<file path="src/rtl/pb_ctrl_pkg.sv">
// pb_ctrl_pkg: shared FSM encoding, status-word field map and count width
//   for pushbutton_control_decoder and btn_debounce.
package pb_ctrl_pkg;
    typedef enum logic [1:0] {
        IDLE      = 2'd0,
        PRESSED   = 2'd1,
        LONG_HELD = 2'd2
    } pb_state_e;

    localparam int COUNT_W       = 8;

    localparam int ST_STABLE_LSB = 0;
    localparam int ST_STABLE_MSB = 1;
    localparam int ST_HELD_LSB   = 2;
    localparam int ST_HELD_MSB   = 3;
    localparam int ST_RSVD_LSB   = 4;
    localparam int ST_RSVD_MSB   = 7;
    localparam int ST_SHORT0_LSB = 8;
    localparam int ST_SHORT0_MSB = 15;
    localparam int ST_SHORT1_LSB = 16;
    localparam int ST_SHORT1_MSB = 23;
    localparam int ST_LONG_LSB   = 24;
    localparam int ST_LONG_MSB   = 31;
endpackage

</file>
<file path="src/rtl/btn_debounce.sv">
// btn_debounce: polarity fix, 2-FF synchronizer and debounce filter for one button.
//   clk, rstn : fabric clock, synchronous active-low reset
//   raw       : asynchronous button pin
//   stable    : debounced active-high level
module btn_debounce
    import pb_ctrl_pkg::*;
#(
    parameter int DEBOUNCE_CYCLES = 840000,
    parameter bit ACTIVE_LOW      = 1'b0
) (
    input  logic clk,
    input  logic rstn,
    input  logic raw,
    output logic stable
);
    localparam int CW = $clog2(DEBOUNCE_CYCLES + 1);
    localparam logic [CW-1:0] CNT_LAST = CW'(DEBOUNCE_CYCLES - 1);

    logic meta, sync;
    logic [CW-1:0] cnt;

    // stable flips on the DEBOUNCE_CYCLES-th consecutive sample that disagrees with it
    always_ff @(posedge clk) begin
        if (!rstn) begin
            meta   <= 1'b0;
            sync   <= 1'b0;
            cnt    <= '0;
            stable <= 1'b0;
        end else begin
            meta <= raw ^ ACTIVE_LOW;
            sync <= meta;
            if (sync == stable) begin
                cnt <= '0;
            end else if (cnt == CNT_LAST) begin
                cnt    <= '0;
                stable <= ~stable;
            end else begin
                cnt <= cnt + 1'b1;
            end
        end
    end
endmodule

</file>
<file path="src/rtl/pushbutton_control_decoder.sv">
// pushbutton_control_decoder: debounced button press classification into control requests and a PS status word.
//   clk, rstn           : 84 MHz fabric clock, synchronous active-low reset
//   btn_raw             : asynchronous button pins
//   transmission_active : generator running flag, selects stop vs start
//   short_press         : one-cycle pulse per button on release of a short press
//   long_press          : one-cycle pulse per button when the long threshold is reached
//   ctrl_start/stop/reset : one-cycle generator requests from button 0
//   btn_status          : {long cnt, btn1 short cnt, btn0 short cnt, 4'b0, long-held flags, stable levels}
module pushbutton_control_decoder
    import pb_ctrl_pkg::*;
#(
    parameter int NUM_BUTTONS       = 2,
    parameter int DEBOUNCE_CYCLES   = 840000,
    parameter int LONG_PRESS_CYCLES = 168000000,
    parameter bit BTN_ACTIVE_LOW    = 1'b0
) (
    input  logic                   clk,
    input  logic                   rstn,
    input  logic [NUM_BUTTONS-1:0] btn_raw,
    input  logic                   transmission_active,
    output logic [NUM_BUTTONS-1:0] short_press,
    output logic [NUM_BUTTONS-1:0] long_press,
    output logic                   ctrl_start,
    output logic                   ctrl_stop,
    output logic                   ctrl_reset,
    output logic [31:0]            btn_status
);
    localparam int HW = $clog2(LONG_PRESS_CYCLES + 1);
    // long fires on the cycle the hold counter would become LONG_PRESS_CYCLES-1
    localparam logic [HW-1:0] HOLD_LAST = HW'(LONG_PRESS_CYCLES - 2);

    logic [NUM_BUTTONS-1:0] stable, held, short_evt, long_evt;
    logic [1:0] stable_w, held_w, short_w, long_w;
    logic [COUNT_W-1:0] short0_cnt, short1_cnt, long_cnt;
    logic [31:0] status_next;

    for (genvar i = 0; i < NUM_BUTTONS; i++) begin : g_btn
        pb_state_e state;
        logic [HW-1:0] hold;

        btn_debounce #(
            .DEBOUNCE_CYCLES(DEBOUNCE_CYCLES),
            .ACTIVE_LOW     (BTN_ACTIVE_LOW)
        ) u_db (
            .clk   (clk),
            .rstn  (rstn),
            .raw   (btn_raw[i]),
            .stable(stable[i])
        );

        assign short_evt[i] = (state == PRESSED) && !stable[i];
        assign long_evt[i]  = (state == PRESSED) && stable[i] && (hold == HOLD_LAST);
        assign held[i]      = (state == LONG_HELD);

        always_ff @(posedge clk) begin
            if (!rstn) begin
                state <= IDLE;
                hold  <= '0;
            end else begin
                case (state)
                    IDLE: if (stable[i]) begin
                        state <= PRESSED;
                        hold  <= '0;
                    end
                    PRESSED: if (short_evt[i]) state <= IDLE;
                        else if (long_evt[i]) state <= LONG_HELD;
                        else hold <= hold + 1'b1;
                    LONG_HELD: if (!stable[i]) state <= IDLE;
                    default: state <= IDLE;
                endcase
            end
        end
    end

    // pad to two buttons so absent buttons read 0
    assign stable_w = 2'(stable);
    assign held_w   = 2'(held);
    assign short_w  = 2'(short_evt);
    assign long_w   = 2'(long_evt);

    always_comb begin
        status_next = '0;
        status_next[ST_STABLE_MSB:ST_STABLE_LSB] = stable_w;
        status_next[ST_HELD_MSB:ST_HELD_LSB]     = held_w;
        status_next[ST_RSVD_MSB:ST_RSVD_LSB]     = '0;
        status_next[ST_SHORT0_MSB:ST_SHORT0_LSB] = short0_cnt;
        status_next[ST_SHORT1_MSB:ST_SHORT1_LSB] = short1_cnt;
        status_next[ST_LONG_MSB:ST_LONG_LSB]     = long_cnt;
    end

    always_ff @(posedge clk) begin
        if (!rstn) begin
            short_press <= '0;
            long_press  <= '0;
            ctrl_start  <= 1'b0;
            ctrl_stop   <= 1'b0;
            ctrl_reset  <= 1'b0;
            short0_cnt  <= '0;
            short1_cnt  <= '0;
            long_cnt    <= '0;
            btn_status  <= '0;
        end else begin
            short_press <= short_evt;
            long_press  <= long_evt;
            ctrl_start  <= short_w[0] & ~transmission_active;
            ctrl_stop   <= short_w[0] & transmission_active;
            ctrl_reset  <= long_w[0];
            short0_cnt  <= short0_cnt + COUNT_W'(short_w[0]);
            short1_cnt  <= short1_cnt + COUNT_W'(short_w[1]);
            long_cnt    <= long_cnt + COUNT_W'(long_w[0]) + COUNT_W'(long_w[1]);
            btn_status  <= status_next;
        end
    end
endmodule

</file>
<file path="config.mk">
export PLATFORM = sky130hd
export DESIGN_NAME = pushbutton_control_decoder
export DESIGN_NICKNAME = d
export VERILOG_FILES = /design/src/rtl/pb_ctrl_pkg.sv /design/src/rtl/btn_debounce.sv /design/src/rtl/pushbutton_control_decoder.sv
export SDC_FILE = /design/constraint.sdc
export NUM_CORES = 1
export LEC_CHECK = 0
export CAP_MARGIN = 20
export CORE_ASPECT_RATIO = 1.25
export CORE_MARGIN = 4
export CORE_UTILIZATION = 45
export CTS_CLUSTER_SIZE = 28
export DETAILED_ROUTE_END_ITERATION = 12
export HOLD_SLACK_MARGIN = 0.03
export MAX_ROUTING_LAYER = met4
export PLACE_DENSITY = 0.71
export SLEW_MARGIN = 20
export SYNTH_ARGS = -nofsm -noshare
export SYNTH_HDL_FRONTEND = slang
export SYNTH_HIERARCHICAL = 1
export SYNTH_SLANG_ARGS = --single-unit
</file>
<file path="constraint.sdc">
create_clock -name clk -period 4.55 [get_ports clk]
set_input_delay 0.6825 -clock clk [delete_from_list [all_inputs] [get_ports clk]]
set_output_delay 0.6825 -clock clk [all_outputs]
set_load 0.02 [all_outputs]
</file>
# --- Word-level counts from Yosys, hierarchy flattened ---
# Index checks and enable logic that the tools add are counted.
word_totals:
  output_inout_bits: 39
  ff_bits: 169
  input_bits: 5
classes:
  addsub: 8
  n_bitwise: 8
  n_mux: 18
  eq_ne: 20
  reduce_logical: 20
op_table:
  columns: ["cell", "n"]
  rows:
  - ["28-bit 2-to-1 mux", 6]
  - ["28-bit one-hot mux with 2 select lines", 2]
  - ["28-bit by 1-bit adder with 28-bit output (second input constant)", 2]
  - ["28-bit equality test (second input constant)", 2]
  - ["20-bit by 1-bit adder with 20-bit output (second input constant)", 2]
  - ["20-bit equality test (second input constant)", 2]
  - ["8-bit by 1-bit adder with 8-bit output", 4]
  - ["2-bit 2-to-1 mux", 8]
  - ["2-bit != test (second input constant)", 6]
  - ["2-bit one-hot mux with 3 select lines", 2]
  - ["4-bit AND reduction", 2]
  - ["1-bit logical AND", 6]
  - ["3-bit != test (second input constant)", 2]
  - ["1-bit NOT", 6]
  - ["3-bit AND reduction", 2]
  - ["3-bit OR reduction", 2]
  - ["2-bit by 1-bit equality test with 1-bit output (second input constant)", 2]
  - ["2-bit equality test (second input constant)", 2]
  - ["2-bit logical NOT", 2]
  - ["2-bit by 1-bit != test with 1-bit output (second input constant)", 2]
  - ["2-bit AND reduction", 2]
  - ["2-bit nonzero test", 2]
  - ["1-bit bitwise AND", 2]
  - ["1-bit equality test", 2]
  - ["1-bit logical NOT", 2]

# --- Longest topological paths before layout ---
# Gate-level depths: netlist (run 1).
logic_depth:
  ltp_word: 6
  mapped_depth: 12
  mapped_depth_nobuf: 12

# --- Modules after synthesis ---
# The synthesis (run 1) kept the hierarchy.
by_module_without_submodules:
  columns: ["module", "instances", "area_per_inst_um2", "cells_per_inst"]
  rows:
  - ["pushbutton_control_decoder", 1, 5111.2, 557]
  - ["btn_debounce", 2, 1077.3, 121]

# --- Worst setup path after synthesis (run 1) ---
# No wires, ideal clock.
synth_timing:
  kind: "reg2reg"
  startpoint: "reg g_btn[0].hold[19]"
  endpoint: "reg long_cnt[5]"
  path_buffers: 1
  path_stages_with_launch: 12
  required_time_ns: 4.435
  setup_ns: 0.115
  arrival_ns: 2.406
  slack_ns: 2.029
  cell_sequence: "dfxtp_1 -> buf_2 -> nor4_1 -> nand4b_1 -> nor4b_1 -> nand3_1 -> fa_1 -> inv_1 -> and3_1 -> nand3_1 -> xnor2_1 -> and2_1"
synth_via:
  elab_chain_len: 4
synth_lines:
  columns: ["item", "line_no", "text"]
  rows:
  - ["start, declared", "pushbutton_control_decoder.sv:39", "logic [HW-1:0] hold;"]
  - ["start signal, assigned", "pushbutton_control_decoder.sv:67", "else hold <= hold + 1'b1;"]
  - ["28-bit equality test", "pushbutton_control_decoder.sv:52", "assign long_evt[i] = (state == PRESSED) && stable[i] && (hold == HOLD_LAST);"]
  - ["1-bit logical AND", "pushbutton_control_decoder.sv:52", null]
  - ["8-bit by 1-bit adder with 8-bit output (2 in a row)", "pushbutton_control_decoder.sv:110", "long_cnt <= long_cnt + COUNT_W'(long_w[0]) + COUNT_W'(long_w[1]);"]
  - ["end signal, assigned", "pushbutton_control_decoder.sv:110", null]
  - ["end, declared", "pushbutton_control_decoder.sv:34", "logic [COUNT_W-1:0] short0_cnt, short1_cnt, long_cnt;"]
# Every way passes these cells.
# A chain may end at the register's enable or synchronous reset.

# --- Worst setup path in the final report (run 1) ---
layout_timing:
  startpoint: "reg g_btn[0].hold[19]"
  endpoint: "reg long_cnt[7]"
# Same word-level chain as after synthesis.

==> out/summary.txt, run 1 <==
end point of the most critical hold path -> g_btn[0].u_db/sync
headroom to the max-slew limit -> 32.7%
Setup violations, final -> 0
part of the cycle the worst path needs -> 63.6%
port bufs -> 39
overall overflow remaining after global route -> 0
Site Rows -> 51
slack of the worst reg-to-reg path -> 1660 ps
area of the placeable core -> 0.0157 mm²
maxcap violations -> 0
unrepaired setup endpoints after global routing -> no
Post-synth EDFFs -> 0
crit path launch type -> register
Setup Crit Path Kind -> reg2reg
Worst VDD drop -> 0.000268 V
proportion of register bits with asynchronous set or reset after synthesis -> 0%
Total Negative Setup Slacks -> 0 ps
placed instance count -> 1,024
final-report max-slew violation count -> 0
number of diodes added for antenna fixing -> 0
global-route wire length before repair -> 25,100 µm
number of cells on the worst hold path -> 1
post-route DRC violation count -> 0
fraction of final layout cells with drive strength greater than 1 -> 6.99%
worst endpoint data arrival time -> 3220 ps
final cell count without fillers -> 1,056
vias in the first global route -> 5,359
Tot GR Track Use -> 17.2%
simple-gate share of the synthesized area -> 32.8%
final critical delay including setup and external delays -> 2890 ps
main combinational cell family by area after synthesis -> simple AND/OR/NAND/NOR gates
Max clock buf depth -> 2
post-cts repair resize count -> 0
clock tree from TritonCTS -> yes
DRT iter0 DRCs -> 341
share of synthesized area spent on multiplexers -> 1.52%
Util after Layout -> 53.5%
worst flop-to-flop path endpoint -> long_cnt[7]
run status -> finished clean
worst flop-to-flop path startpoint -> g_btn[0].hold[19]
cts bufs inserted -> 17
highest achievable clock rate -> 346 MHz
Final Hold Viols -> 0
warning count from the yosys run -> 6
area growth from synthesis to layout -> 15.6%
synthesized-area fraction occupied by ao, oa, aoi and oai cells -> 7.25%
PwrDens -> 346 mW/mm²
number of storage elements in the synthesis netlist -> 164
post-synthesis share of cell area spent on full adders, half adders and majority gates -> 2.17%
I/O pin count -> 44
Post-Syn Area -> 0.00727 mm²
worst reg-to-reg path cell count -> 10
Static Leakage -> 2.97 nW
area of the die -> 0.0183 mm²
initial antenna violation count -> 0
synthesized instance count -> 799
CP required -> 4880 ps
Mean Syn Cell Area -> 9.09 µm²
number of vias per cell -> 5.36
worst hold path class -> reg2reg
post-CTS clock slew at the launch and capture registers of the worst setup and hold paths -> 70 ps
count of TritonRoute iterations in the first routing pass -> 5
Hold Buf Count CTS -> 0
dpl hpwl -> 9800 µm
Die W -> 122 µm
post-synth cell types -> 56
Wirelength per Cell -> 13.7 µm
worst clock skew -> 13.3 ps
H-tree level count -> 4
wire length after detailed routing -> 14,400 µm
Routed Antenna Nets -> 0
clk_lat worst skew -> 430 ps
xor/xnor share of the synthesized area -> 7.59%
y dimension of the die -> 150 µm
placer's final routability congestion estimate -> 0.851
Synth Flop Type -> sky130_fd_sc_hd__dfxtp_1
largest fanout of any net on the critical path -> 10
total number of vias -> 5,663
post-layout net count -> 848
largest net degree at the start of global routing -> 64
hold path startpoint -> g_btn[0].u_db/meta
Worst Setup End Kind -> register
total clock sinks -> 164
share of the yosys chip area belonging to registers -> 45.2%
CTS root buffer -> sky130_fd_sc_hd__clkbuf_16
Post-CTS Setup Bufs -> 0
measured slew at the worst slew-check pin -> 1000 ps
initial cell density of the core -> 46.3%
## cell usage after synthesis (all sizes together) (22+ instances only)
cell type / count / area share (%)
clkbuf: 22 / 1.1
nor2: 68 / 3.5
a21oi: 34 / 2.3
xor2: 22 / 2.7
or3: 23 / 2.0
and2: 61 / 5.3
xnor2: 41 / 4.9
nor4: 28 / 3.5
nand2: 53 / 2.7
o21ai: 31 / 2.1
nand4: 38 / 3.8
dfxtp: 164 / 45
and3: 22 / 1.9
nand3: 43 / 3.0
## metal layers
layer	vias up	routed length, µm	track usage, %
li1	2893	-	-
met1	2653	6710	21.3
met2	101	6880	26.5
met3	16	639	4.80
met4	0	204	7.06
met5	-	0	-
## power breakdown
group          total, mW  switching, mW  internal, mW
logic             0.0324         0.0245       0.00796
clock network       1.44          0.639         0.797
registers           1.44        0.00157          1.44
total               2.91          0.665          2.24
## sequential cells by signal (all words and copies together) (netlist names)
| signal | count |
|---|---|
| long_cnt | 8 |
| long_press | 2 |
| g_btn.u_db/sync | 2 |
| btn_status | 28 |
| g_btn.state | 4 |
| short0_cnt | 8 |
| ctrl_stop | 1 |
| short1_cnt | 8 |
| g_btn.u_db/stable | 2 |
| g_btn.u_db/cnt | 40 |
| ctrl_start | 1 |
| g_btn.u_db/meta | 2 |
| short_press | 2 |
| g_btn.hold | 56 |
## worst max-delay path, cell delays in order (launching register included)
cell and delay (ps):
sky130_fd_sc_hd__dfxtp_1 390, sky130_fd_sc_hd__nor4_1 350, sky130_fd_sc_hd__nand4b_1 140, sky130_fd_sc_hd__nor4b_1 520, sky130_fd_sc_hd__nand3_1 240, sky130_fd_sc_hd__fa_1 470, sky130_fd_sc_hd__inv_1 80, sky130_fd_sc_hd__and3_1 220
sky130_fd_sc_hd__nand3_1 110, sky130_fd_sc_hd__xnor2_1 130, sky130_fd_sc_hd__and2_1 150
## through the flow
stage / instance area, µm² / hold WS, ps / power [mW] / setup WS [ps]
2_1_floorplan: 7280 / 412 / 1.49 / 2030
3_5_place_dp: 7800 / 420 / 1.50 / 1670
4_1_cts: 8400 / 447 / 2.95 / 1650
3_3_place_gp: 7800 / 418 / 1.50 / 1700
6_report: 8400 / 439 / 2.91 / 1660
5_1_grt: 8400 / 463 / 3.02 / 1300
## layout by cell type, fill, tap and decap left out, drive strengths merged, types with 6 or more instances in the layout
master | Yosys | layout
clkdlybuf4s50 | 0 | 38
o21ai | 31 | 31
xnor2 | 41 | 41
nand2 | 53 | 53
or3 | 23 | 23
or4 | 12 | 12
xor2 | 22 | 22
nor2 | 68 | 68
a21oi | 34 | 34
nand2b | 6 | 6
mux2i | 11 | 11
nand4 | 38 | 38
inv | 19 | 29
nor4 | 28 | 28
and2 | 61 | 61
nand3 | 43 | 43
and3 | 22 | 22
nor3 | 15 | 15
ha | 11 | 11
dfxtp | 164 | 164
nor2b | 6 | 6
clkbuf | 22 | 18
and4 | 13 | 13
buf | 13 | 7
## layout make-up
| class | instances | area [µm²] |
|---|---|---|
| fill | 1441 | 7300 |
| multi-input combinational | 584 | 3750 |
| sequential | 164 | 3280 |
| clock buffer | 18 | 439 |
| timing repair buffer | 45 | 430 |
| tap | 212 | 265 |
| clock inverter | 14 | 158 |
| inverter | 19 | 71.3 |
## worst max-delay path by stage
stage          cells after the start           to              start  slack (ps)
4_1_cts                           10  long_cnt[7]  g_btn[0].hold[19]        1650
3_3_place_gp                      12  long_cnt[7]   g_btn[0].hold[0]        1700
2_1_floorplan                     11  long_cnt[5]  g_btn[0].hold[19]        2030
5_1_grt                           10  long_cnt[5]  g_btn[0].hold[19]        1300
6_report                          10  long_cnt[7]  g_btn[0].hold[19]        1660
3_5_place_dp                      10  long_cnt[7]  g_btn[0].hold[19]        1670
## cells by family after synthesis
family                   count (synthesis)
AND/OR/NAND/NOR                        406
flip-flops                             164
AO/OA/AOI/OAI                           88
XOR/XNOR                                63
buffers and inverters                   54
adder cells (fa/ha/maj)                 12
multiplexers                            11
other                                    1
(Power assumes the default switching activity.)
==> inputs of run 2 (changes only) <==
--- a/config.mk
+++ b/config.mk
@@ -13,7 +13,7 @@
 export DETAILED_ROUTE_END_ITERATION = 12
 export HOLD_SLACK_MARGIN = 0.03
 export MAX_ROUTING_LAYER = met4
-export PLACE_DENSITY = 0.71
+export PLACE_DENSITY = 0.74
 export SLEW_MARGIN = 20
 export SYNTH_ARGS = -nofsm -noshare
 export SYNTH_HDL_FRONTEND = slang
==> constraint.sdc (replaced) <==
create_clock -name clk -period 2.6 [get_ports clk]
set_input_delay 0.39 -clock clk [delete_from_list [all_inputs] [get_ports clk]]
set_output_delay 0.39 -clock clk [all_outputs]
set_load 0.02 [all_outputs]
==> run 2 against run 1 <==
Compared with the run above:
- first-iteration DRC count down 3.8%
- sequential share of layout area down 1.0 points
- core utilization up 1.5 points
- via count up 1.5%
- hold slack worse by 47 ps
- clock power up 77%
- register-to-register slack worse by 1500 ps
- clock skew down 5.7 ps
==> out/summary.txt, run 2 (synthesized netlist as in run 1, its figures left out) <==
unrepaired setup endpoints after global routing -> no
Worst VDD drop -> 0.000380 V
slack of the worst reg-to-reg path -> 200 ps
hold path startpoint -> rstn
end point of the most critical hold path -> g_btn[0].u_db/stable
Util after Layout -> 55.0%
worst flop-to-flop path startpoint -> g_btn[1].hold[1]
area growth from synthesis to layout -> 18.8%
cts bufs inserted -> 17
vias in the first global route -> 5,651
Routed Antenna Nets -> 0
worst hold path class -> in2reg
Setup violations, final -> 0
dpl hpwl -> 10,200 µm
Site Rows -> 51
Die W -> 122 µm
global-route wire length before repair -> 26,500 µm
post-layout net count -> 874
CTS root buffer -> sky130_fd_sc_hd__clkbuf_16
clock tree from TritonCTS -> yes
area of the placeable core -> 0.0157 mm²
post-CTS clock slew at the launch and capture registers of the worst setup and hold paths -> 70 ps
measured slew at the worst slew-check pin -> 581 ps
Wirelength per Cell -> 13.8 µm
part of the cycle the worst path needs -> 92.3%
worst flop-to-flop path endpoint -> long_cnt[5]
largest fanout of any net on the critical path -> 5
Final Hold Viols -> 0
maxcap violations -> 0
highest achievable clock rate -> 417 MHz
Static Leakage -> 3.11 nW
fraction of final layout cells with drive strength greater than 1 -> 10.2%
number of vias per cell -> 5.31
footprint of the multi-input gates -> 0.00378 mm²
number of diodes added for antenna fixing -> 0
H-tree level count -> 4
port bufs -> 39
Tot GR Track Use -> 18.3%
crit path launch type -> register
initial antenna violation count -> 0
final critical delay including setup and external delays -> 2400 ps
worst clock skew -> 7.61 ps
post-route DRC violation count -> 0
hold_ws -> 392 ps
sequential cell area in the final layout -> 0.00328 mm²
Setup Crit Path Kind -> reg2reg
Hold Buf Count CTS -> 0
worst reg-to-reg path cell count -> 11
final-report max-slew violation count -> 0
count of filler cells inserted in the layout -> 1,409
area of the die -> 0.0183 mm²
commonest non-fill, non-tap cells in the layout -> sky130_fd_sc_hd__dfxtp_1 (164), sky130_fd_sc_hd__nor2_1 (68), sky130_fd_sc_hd__and2_1 (61), sky130_fd_sc_hd__nand2_1 (53), sky130_fd_sc_hd__nand3_1 (43)
PwrDens -> 594 mW/mm²
run status -> finished clean
clk_lat worst skew -> 430 ps
total number of vias -> 5,748
Worst Setup End Kind -> register
number of cells on the worst hold path -> 3
initial cell density of the core -> 46.3%
wire length after detailed routing -> 15,000 µm
Max clock buf depth -> 2
DRT iter0 DRCs -> 328
largest net degree at the start of global routing -> 44
y dimension of the die -> 150 µm
total clock sinks -> 164
count of TritonRoute iterations in the first routing pass -> 4
placer's final routability congestion estimate -> 0.832
most frequent standard cell in the layout excluding fill and tap cells -> sky130_fd_sc_hd__dfxtp_1
Top reg by flops -> g_btn.hold
flip-flop count of the largest register, all copies and words added -> 56
overall overflow remaining after global route -> 0
worst endpoint data arrival time -> 2730 ps
CP required -> 2930 ps
headroom to the max-slew limit -> 60.9%
I/O pin count -> 44
Top Registers -> g_btn.hold (56), g_btn.u_db/cnt (40), btn_status (28)
power after layout -> 5.13 mW
==> run 2: worst max-delay path: stages, from the launching register on <==
cell,delay [ps]
sky130_fd_sc_hd__dfxtp_1,400
sky130_fd_sc_hd__ha_1,180
sky130_fd_sc_hd__and4b_1,210
sky130_fd_sc_hd__nand4_1,90
sky130_fd_sc_hd__nor3_1,280
sky130_fd_sc_hd__nand2_1,140
sky130_fd_sc_hd__fa_2,360
sky130_fd_sc_hd__inv_1,80
sky130_fd_sc_hd__and3_4,190
sky130_fd_sc_hd__nand3_1,90
sky130_fd_sc_hd__xnor2_1,140
sky130_fd_sc_hd__and2_1,150
==> run 2: layout make-up <==
class                      instances  area share [%]
tap                              212            3.07
sequential                       164            38.0
multi-input combinational        584            43.8
timing repair buffer              71            7.25
clock buffer                      18            5.09
inverter                          19           0.826
clock inverter                    14            1.90
==> run 2: worst max-delay path by stage <==
stage                            from     endpoint  slack (ps)
finish               g_btn[1].hold[1]  long_cnt[5]         200
floorplan           g_btn[0].hold[19]  long_cnt[5]          80
global route         g_btn[0].hold[0]  long_cnt[5]           4
global placement    g_btn[0].hold[18]  long_cnt[7]         -10
CTS                 g_btn[0].hold[18]  long_cnt[5]          70
detailed placement  g_btn[0].hold[18]  long_cnt[5]         -70
==> run 2: timing repair <==
action / CTS / global route
pin swaps: 0 / 5
setup endpoints to repair: 5 / 6
buffers inserted: 0 / 1
resized for setup: 2 / 4
==> run 2: per-layer routing <==
metal	GRT usage [%]	routed length [µm]
met5	-	0
met3	5.67	707
met4	6.33	258
met1	21.7	6790
met2	29.3	7210
==> run 2: where the power goes <==
part | switching (mW) | internal (mW)
Clock | 1.08 | 1.47
Combinational | 0.0440 | 0.0167
Sequential | 0.00270 | 2.52
Total | 1.13 | 4.00
==> run 2: metrics by stage <==
| stage | worst slack, ps | area, µm² | setup TNS, ps | cells |
|---|---|---|---|---|
| 2_1_floorplan | 78.7 | 7280 | 0 | 802 |
| 3_3_place_gp | -13.8 | 7990 | -17.7 | 1049 |
| 3_5_place_dp | -67.8 | 7990 | -216 | 1049 |
| 4_1_cts | 66.0 | 8600 | 0 | 1081 |
| 5_1_grt | 4.48 | 8630 | 0 | 1082 |
| 6_report | 201 | 8630 | 0 | 1082 |
==> inputs of run 3 (changes only) <==
--- a/config.mk
+++ b/config.mk
@@ -14,6 +14,7 @@
 export HOLD_SLACK_MARGIN = 0.03
 export MAX_ROUTING_LAYER = met4
 export PLACE_DENSITY = 0.74
+export REMOVE_ABC_BUFFERS = 1
 export SLEW_MARGIN = 20
 export SYNTH_ARGS = -nofsm -noshare
 export SYNTH_HDL_FRONTEND = slang
==> run 3 against run 2 <==
Compared with the run above:
- core utilization grew 0.30 points
- fmax shrank 0.74%
- register-to-register slack lost 20 ps
- combinational power is essentially flat
- highest routed layer unchanged
- largest cell class unchanged
- critical path type unchanged
==> out/summary.txt, run 3 (synthesized netlist as in run 1, its figures left out) <==
number of vias per cell -> 5.26
proportion of power drawn by the clock network -> 50.5%
Worst Path Buf+Inv -> 2
Total Negative Setup Slacks -> 0 ps
Worst Setup Slack post-DPL -> -28.1 ps
post-layout net count -> 876
area of the placeable core -> 0.0157 mm²
ordered list of cells on the worst path -> nor4_4 -> nand4b_1 -> nor4b_2 -> buf_4 -> nand3_2 -> fa_2 -> inv_2 -> and3_4 -> nand3_1 -> xnor2_1 -> and2_1
placer's final routability congestion estimate -> 0.836
Setup violations, final -> 0
most frequent standard cell in the layout excluding fill and tap cells -> sky130_fd_sc_hd__dfxtp_1
area of the die -> 0.0183 mm²
PwrDens -> 600 mW/mm²
headroom to the max-slew limit -> 49.2%
area growth from synthesis to layout -> 19.4%
Routed Antenna Nets -> 0
final cell count without fillers -> 1,084
overall overflow remaining after global route -> 0
Top reg by flops -> g_btn.hold
post-route DRC violation count -> 0
worst hold path class -> in2reg
commonest non-fill, non-tap cells in the layout -> sky130_fd_sc_hd__dfxtp_1 (163), sky130_fd_sc_hd__nor2_1 (68), sky130_fd_sc_hd__and2_1 (61), sky130_fd_sc_hd__nand2_1 (53), sky130_fd_sc_hd__nand3_1 (42)
I/O pin count -> 44
internal power -> 4.17 mW
Hold Buf Count CTS -> 0
net switching power of the design -> 1.04 mW
number of diodes added for antenna fixing -> 0
y dimension of the die -> 150 µm
total clock sinks -> 164
part of the cycle the worst path needs -> 93.0%
count of filler cells inserted in the layout -> 1,401
dpl hpwl -> 9890 µm
Setup Crit Path Kind -> reg2reg
post-CTS clock slew at the launch and capture registers of the worst setup and hold paths -> 60 ps
Worst VDD drop -> 0.000443 V
initial cell density of the core -> 46.3%
maxcap violations -> 0
worst endpoint data arrival time -> 2730 ps
total number of vias -> 5,698
Site Rows -> 51
final critical delay including setup and external delays -> 2420 ps
largest net degree at the start of global routing -> 31
final-report max-slew violation count -> 0
H-tree level count -> 4
port bufs -> 39
worst clock skew -> 9.12 ps
fraction of final layout cells with drive strength greater than 1 -> 10.7%
final worst setup slack -> 183 ps
Die W -> 122 µm
slowest stage cell on the critical path -> sky130_fd_sc_hd__fa_2
Static Leakage -> 3.13 nW
Comb power frac -> 1.2%
power after layout -> 5.21 mW
measured slew at the worst slew-check pin -> 756 ps
post-placement cell area -> 0.00800 mm²
crit path launch type -> register
CTS root buffer -> sky130_fd_sc_hd__clkbuf_16
CP top delay family -> simple AND/OR/NAND/NOR gates
clk_lat worst skew -> 420 ps
Worst Setup End Kind -> register
Final Hold Viols -> 0
DRT iter0 DRCs -> 381
post-route cell area -> 0.00868 mm²
count of TritonRoute iterations in the first routing pass -> 5
placed instance count -> 1,051
initial antenna violation count -> 0
vias in the first global route -> 5,409
highest achievable clock rate -> 414 MHz
largest stage delay on the critical path -> 350 ps
global-route wire length before repair -> 24,800 µm
sequential cell fraction of total power -> 48.3%
flip-flop count of the largest register, all copies and words added -> 56
clock tree from TritonCTS -> yes
largest fanout of any net on the critical path -> 3
switching share of power -> 20.0%
CP required -> 2920 ps
run status -> finished clean
wire length after detailed routing -> 14,400 µm
Tot GR Track Use -> 16.9%
Wirelength per Cell -> 13.3 µm
cts bufs inserted -> 17
Max clock buf depth -> 2
Top Registers -> g_btn.hold (56), g_btn.u_db/cnt (40), btn_status (28)
unrepaired setup endpoints after global routing -> no
==> run 3: path summary, 6_finish.rpt <==
check | slack (ps) | cells after the start | start | to
worst max-delay path | 180 | 11 | g_btn[0].hold[20] | long_cnt[7]
worst min-delay path | 410 | 3 | rstn | g_btn[1].hold[0]
worst max register to register | 180 | 11 | g_btn[0].hold[20] | long_cnt[7]
worst min register to register | 450 | 1 | g_btn[1].u_db/meta | g_btn[1].u_db/sync
==> run 3: per-layer routing <==
layer,share of wire [%],GRT usage (%)
met1,45,20.7
met2,49,27.5
met3,3.1,3.78
met4,2.2,6.17
met5,0,-
==> run 3: timing repair <==
item                                    in CTS  in global routing
endpoints found under the hold margin        0                  0
buffers inserted                             0                  1
pin swaps                                    0                  4
gates resized for setup                      2                  8
endpoints found under the setup margin       4                  5
==> run 3: per-stage QoR <==
stage | util (%) | hold slack (ps)
final | 55.3 | 405
after global routing | 55.3 | 415
after CTS | 55.0 | 394
after detailed placement | 51.0 | 431
after global placement | 51.0 | 418
after floorplan | - | 412
==> run 3: tightest hold or removal path, cell delays in order <==
cell and delay (ps):
sky130_fd_sc_hd__buf_2 220, sky130_fd_sc_hd__nand2_1 110, sky130_fd_sc_hd__mux2i_1 60
==> run 3: final cells by class <==
| type | count | area, µm² | area share, % |
|---|---|---|---|
| well taps | 212 | 265 | 3.06 |
| repair buffers | 73 | 641 | 7.38 |
| clock inverters | 12 | 178 | 2.05 |
| inverters | 19 | 71.3 | 0.822 |
| clock buffers | 20 | 447 | 5.15 |
| multi-input cells | 584 | 3790 | 43.7 |
| flip-flops and latches | 164 | 3280 | 37.8 |
==> run 3: power by group through the flow <==
stage	Clock (mW)	Combinational (mW)	Sequential [mW]
3_5_place_dp	0	0.0614	2.57
5_1_grt	2.79	0.0684	2.52
6_report	2.63	0.0610	2.52
2_1_floorplan	0	0.0251	2.57
3_3_place_gp	0	0.0616	2.57
4_1_cts	2.69	0.0616	2.52
